===== src/rtl/event_encoder83.sv =====
// event_encoder83: captures rising edges on eight request lines into a
// pending vector and presents them one at a time as a binary index with a
// valid/ready handshake. Priority is either fixed (lowest index first) or
// round-robin, chosen by RR_MODE.
module event_encoder83 #(
  parameter int unsigned RR_MODE = 0
) (
  input  logic       clk,
  input  logic       rst_n,
  input  logic       en,
  input  logic [7:0] req,
  output logic       code_valid,
  output logic [2:0] code,
  input  logic       code_ready,
  output logic [7:0] pend,
  output logic [3:0] pend_cnt,
  output logic       ovf
);

  typedef enum logic {
    IDLE    = 1'b0,
    PRESENT = 1'b1
  } state_t;

  state_t     state_q, state_d;
  logic [7:0] req_q, req_d;
  logic [7:0] pend_q, pend_d;
  logic [3:0] pend_cnt_q, pend_cnt_d;
  logic       ovf_q, ovf_d;
  logic [2:0] code_q, code_d;
  logic [2:0] ptr_q, ptr_d;

  logic [7:0] rise_s;
  logic [7:0] clr_s;
  logic [7:0] kept_s;
  logic       hs_s;

  // Number of set bits in an 8-bit vector.
  function automatic logic [3:0] popcount8(input logic [7:0] v);
    logic [3:0] c;
    c = 4'd0;
    for (int i = 0; i < 8; i++) begin
      c = c + {3'b000, v[i]};
    end
    return c;
  endfunction

  // Pick the next index to present: lowest set bit in fixed mode, or the
  // first set bit at or above the pointer (wrapping) in round-robin mode.
  function automatic logic [2:0] select8(input logic [7:0] v, input logic [2:0] start);
    logic [2:0] idx;
    logic [2:0] pick;
    logic       found;
    pick  = 3'd0;
    found = 1'b0;
    for (int i = 0; i < 8; i++) begin
      if (RR_MODE == 0) begin
        idx = 3'(i);
      end else begin
        idx = start + 3'(i);
      end
      if (!found && v[idx]) begin
        pick  = idx;
        found = 1'b1;
      end else begin
        pick  = pick;
      end
    end
    return pick;
  endfunction

  // State register: all flops, asynchronously cleared.
  always_ff @(posedge clk or negedge rst_n) begin
    if (!rst_n) begin
      state_q    <= IDLE;
      req_q      <= 8'h00;
      pend_q     <= 8'h00;
      pend_cnt_q <= 4'd0;
      ovf_q      <= 1'b0;
      code_q     <= 3'd0;
      ptr_q      <= 3'd0;
    end else begin
      state_q    <= state_d;
      req_q      <= req_d;
      pend_q     <= pend_d;
      pend_cnt_q <= pend_cnt_d;
      ovf_q      <= ovf_d;
      code_q     <= code_d;
      ptr_q      <= ptr_d;
    end
  end

  // Next-state: edge capture, pending merge/clear, and presentation control.
  always_comb begin
    rise_s     = req & ~req_q & {8{en}};
    hs_s       = (state_q == PRESENT) && code_ready;
    clr_s      = hs_s ? (8'b0000_0001 << code_q) : 8'h00;
    kept_s     = pend_q & ~clr_s;
    req_d      = req;
    pend_d     = kept_s | rise_s;
    pend_cnt_d = popcount8(pend_d);
    // A rise on a bit still pending merges; a rise on the bit being cleared
    // this cycle simply re-arms it and is not an overflow.
    ovf_d      = |(rise_s & kept_s);
    // The pointer moves on the handshake edge, and the code loaded on that
    // same edge already uses the advanced pointer.
    ptr_d      = hs_s ? (code_q + 3'd1) : ptr_q;
    state_d    = state_q;
    code_d     = code_q;
    case (state_q)
      IDLE: begin
        if (pend_d != 8'h00) begin
          state_d = PRESENT;
          code_d  = select8(pend_d, ptr_d);
        end else begin
          state_d = IDLE;
        end
      end
      PRESENT: begin
        if (hs_s) begin
          if (pend_d != 8'h00) begin
            state_d = PRESENT;
            code_d  = select8(pend_d, ptr_d);
          end else begin
            state_d = IDLE;
          end
        end else begin
          state_d = PRESENT;
        end
      end
      default: begin
        state_d = IDLE;
      end
    endcase
  end

  // Outputs: driven straight from registers.
  always_comb begin
    code_valid = (state_q == PRESENT);
    code       = code_q;
    pend       = pend_q;
    pend_cnt   = pend_cnt_q;
    ovf        = ovf_q;
  end

endmodule


===== config.mk =====
export PLATFORM = sky130hd
export DESIGN_NAME = event_encoder83
export DESIGN_NICKNAME = d
export VERILOG_FILES = /design/src/rtl/event_encoder83.sv
export SDC_FILE = /design/constraint.sdc
export NUM_CORES = 1
export LEC_CHECK = 0
export ABC_AREA = 0
export BUFFER_PORTS_ARGS = -buffer_cell sky130_fd_sc_hd__buf_2
export CAP_MARGIN = 5
export CORE_MARGIN = 2
export CORE_UTILIZATION = 55
export DETAILED_ROUTE_END_ITERATION = 6
export GPL_TIMING_DRIVEN = 0
export PLACE_DENSITY = 0.81
export SETUP_SLACK_MARGIN = 0.4
export SLEW_MARGIN = 20
export SYNTH_ARGS = -nofsm -noshare
export SYNTH_HDL_FRONTEND = slang
export SYNTH_SLANG_ARGS = --single-unit

===== constraint.sdc =====
create_clock -name clk -period 10.3 [get_ports clk]
set_input_delay 0.515 -clock clk [delete_from_list [all_inputs] [get_ports clk]]
set_output_delay 0.515 -clock clk [all_outputs]
set_load 0.05 [all_outputs]

==> run summary <==
Traced cell by cell, the critical path runs through nand3b_1, o31ai_1, and2_1, inv_1, fa_1, inv_1, fa_1, fa_1, inv_1, ha_1, inv_1, fa_1, inv_1. The H-tree depth came out at 1. The type of the worst setup path is reg -> reg. In this run the clock root is driven by a sky130_fd_sc_hd__clkbuf_4. Power spread over the standard cell area amounts to 272 nW/um2. At the end of the flow, the number of nets in the layout was 178. The share of flip-flops with an asynchronous set or reset after synthesis is between 90% and 100%.

The post-route clock skew is roughly 0.0027 ns. Routability-driven placement finished with a final weighted congestion of 0.813. The number of antenna violations at the first check in global routing is 0. Synthesis inferred 25 register bits. TritonCTS built the clock tree.

The post-placement cell count is 180. The setup TNS after final layout is 0 ns. For this design the total switching power over the nets is roughly 200 uW.

The via count of the first global-routing pass is roughly 940. The fraction of post-synthesis cell area in the top cell type by area came out at 47.2%. Measured against its own limit, the worst slew margin works out to 63.4%. The via count normalized by instance count is between 5 and 6. The transition time at the pin with the least slew margin is about 0.55 ns.

The peak ir drop on the vdd network came out at 0.191 mV. The number of warnings issued by yosys came out at 0. The final number of max-transition violations is 0.

The sequential cells in the finished layout cover a total of between 600 and 700 um2. The die covers about 2800 um2. Derived from the worst setup path, the maximum achievable clock frequency is 265 MHz. Synthesis instantiated 36 different standard cells from the library. The cell row count is 17.

Setup repair after global routing left no endpoint under its margin. The number of vias in the routed layout came out at 996. The detailed-routing iteration count for the pre-antenna-repair pass came out at 4. Setup violations remaining at the end of the flow were counted as 0. The critical path required time came out at 10.53 ns. The share of power burned in registers is around a third.

In this run the horizontal extent of the chip is about 53 um. The final count of hold timing violations is 0. sky130_fd_sc_hd__dfrtp_1 takes more of the synthesized area than any other cell. The area used by multi-input combinational logic came out at 628 um2.

The chip height is roughly 53 um. The final core area utilization came out at 67.6%. After detailed routing, the average wire length per cell comes to 13.8 um. The clock sink count is 25.

The worst setup path is launched from a register. The top-level port count came out at 29. The number of antenna cells inserted came out at 0. The tool flagged a number of max-cap violations equal to 0. The flow ran to the end, and the final reports show no timing, DRC or antenna violations.

The number of gates given a new drive strength after cts came out at 0. The total power is around 410 uW. Combinational logic is responsible for roughly 56% of the overall power. The post-detailed-route count of antenna-violating nets is 0. The synthesized area per cell is between 10 and 15 um2.

The number of clock buffers inserted by TritonCTS came out at 3. The cts-stage hold buffer count came out at 0. The net count after synthesis is roughly 150. The HPWL after detailed placement came out at 1990 um.

Sorting the synthesized cells by area gives the leading types as sky130_fd_sc_hd__dfrtp_1, sky130_fd_sc_hd__fa_1, sky130_fd_sc_hd__nand2_1. The most frequent cell on the critical path is sky130_fd_sc_hd__inv_1. The area added between synthesis and finish came out at 14.9%. The worst path arrival time came out at ~4 ns. Buffers placed on the I/O ports in this run total 27. The post-route fraction of the period consumed by the critical path is between 30% and 40%. The internal power is 210 uW. The longest clock path from root to sink contains 2 buffers. For this run, the slowest stage of the critical path takes 0.54 ns. The mapped netlist covers around 1300 um2. The post-CTS setup buffer count came out at 0. The clock transition at the registers of the reported paths is ~0.13 ns. The worst setup path is captured at a register. The initial utilization of the core area, before any placement, comes to around three fifths. The detailed router finished its first iteration with 17 violations. For the worst-skew pair, the clock arrives at the later sink with an insertion delay of between 0.3 and 0.4 ns. The number of flops mapped to enable cells by yosys came out at 0.

On the critical path, the stage with the largest delay is an instance of sky130_fd_sc_hd__fa_1. The first-pass GRT wire length is approximately 4100 um. The switching part of the total came out at approximately half. Counting every instance in the synthesized netlist gives around 130. The path class of the tightest hold or removal check is in -> async. After layout, the minimum clock period comes to between 3 and 4 ns.

For this run, the total global-route usage over all layers was measured as 20.4%. The sequential cell area fraction in the yosys report came out at between 40% and 50%. The worst hold margin is roughly 0.16 ns. The detailed-route DRC error count came out at 0. The most used flip-flop cell after synthesis is sky130_fd_sc_hd__dfrtp_1.

The filler cell count in the final layout is roughly 180. The leakage component of the power is between 0.0007 and 0.0008 uW. The total overflow reported by the global router came out at 0. The maximum number of pins on one net before global-route repair is 26. The peak fanout along the critical path came out at 6.

The clock network fraction of total power came out at 10.6%. The total area inside the core boundary comes to ~2300 um2. The share of final-layout standard cells stronger than drive strength 1 came out at between 20% and 30%.

The total wirelength of the detailed-routed design is ~2500 um. The finished layout holds ~180 standard cells, fillers aside.
-- cells in the mapped netlist, types with 2 or more instances --
master / instances
sky130_fd_sc_hd__nor2b_1: 5
sky130_fd_sc_hd__nand2_1: 19
sky130_fd_sc_hd__nand3b_1: 3
sky130_fd_sc_hd__dfrtp_1: 25
sky130_fd_sc_hd__fa_1: 4
sky130_fd_sc_hd__nand3_1: 2
sky130_fd_sc_hd__inv_1: 13
sky130_fd_sc_hd__and3b_2: 3
sky130_fd_sc_hd__inv_2: 2
sky130_fd_sc_hd__a21oi_1: 7
sky130_fd_sc_hd__o31ai_1: 4
sky130_fd_sc_hd__nand4_1: 2
sky130_fd_sc_hd__ha_1: 5
sky130_fd_sc_hd__o21ai_0: 9
-- power groups by stage --
stage          Sequential [uW]  Clock, uW  Combinational (uW)
6_report                   137       43.8                 234
5_1_grt                    139       48.7                 262
4_1_cts                    136       45.6                 238
3_5_place_dp               138          0                 237
3_3_place_gp               138          0                 230
2_1_floorplan              208          0                 112
-- state kept, by name, indices dropped and copies added (netlist names) --
signal and cells:
pend 8, req_q 8, pend_cnt 4, code 3
code_valid 1, ovf 1
-- cell type report --
| class | count | share of cell area, % |
|---|---|---|
| Multi-Input combinational cell | 83 | 41.2 |
| Sequential cell | 25 | 41.1 |
| Timing Repair Buffer | 27 | 8.87 |
| Inverter | 15 | 3.69 |
| Tap cell | 28 | 2.30 |
| Clock buffer | 3 | 1.48 |
| Buffer | 2 | 1.07 |
| Clock inverter | 1 | 0.328 |
-- layer usage --
metal / up-vias / GRT usage, % / wire length [um]
met4: 0 / 6.84 / 19
met1: 470 / 27.6 / 1100
met5: - / 0 / 0
met2: 35 / 34.0 / 1270
li1: 487 / - / -
met3: 4 / 2.54 / 156
-- logic make-up (layout without fill, tap and decap cells) --
family,count (synthesis),in the layout,synth area share [%]
adder cells (fa/ha/maj),9,9,10.8
flip-flops,25,25,47.2
AND/OR/NAND/NOR,46,46,21.0
buffers and inverters,17,48,5.47
AO/OA/AOI/OAI,27,27,14.9
XOR/XNOR,1,1,0.660
-- worst paths after layout --
kind                          from     endpoint  slack, ns  cells past startpoint
max                        code[2]  pend_cnt[1]       6.53                     13
min                          rst_n     req_q[7]       0.16                      1
max reg2reg                code[2]  pend_cnt[1]       6.53                     13
min reg2reg                code[2]      code[2]       0.57                      2
max in group asynchronous    rst_n      code[2]       9.78                      1
min in group clk            req[3]     req_q[3]       0.30                      1
-- critical path: cells and delay by family (launching register included) --
family                     cells  cell delay (ns)
adders and majority gates      5             2.12
and+or+nand+nor                2             0.51
DFF                            1             0.44
buffers and inverters          5             0.31
AOI/OAI and AO/OA              1             0.30
-- through the flow --
step           setup slack, ns  cell area, um2
6_report                  6.53            1520
4_1_cts                   6.51            1520
3_3_place_gp              6.42            1500
3_5_place_dp              6.42            1500
5_1_grt                   6.30            1520
2_1_floorplan             6.51            1330
-- layout by cell type, fill, tap and decap left out, drive strengths merged, types with 2 or more instances in the layout --
cell and count:
inv 15, nand4 3, nand2 19, o21ai 9
nand3b 3, clkbuf 3, ha 5, nor2b 5
nand2b 2, and3b 4, dfrtp 25, o31ai 4
nand3 3, buf 29, a21oi 7, fa 4
No activity file was read; power rests on OpenSTA's default activity.
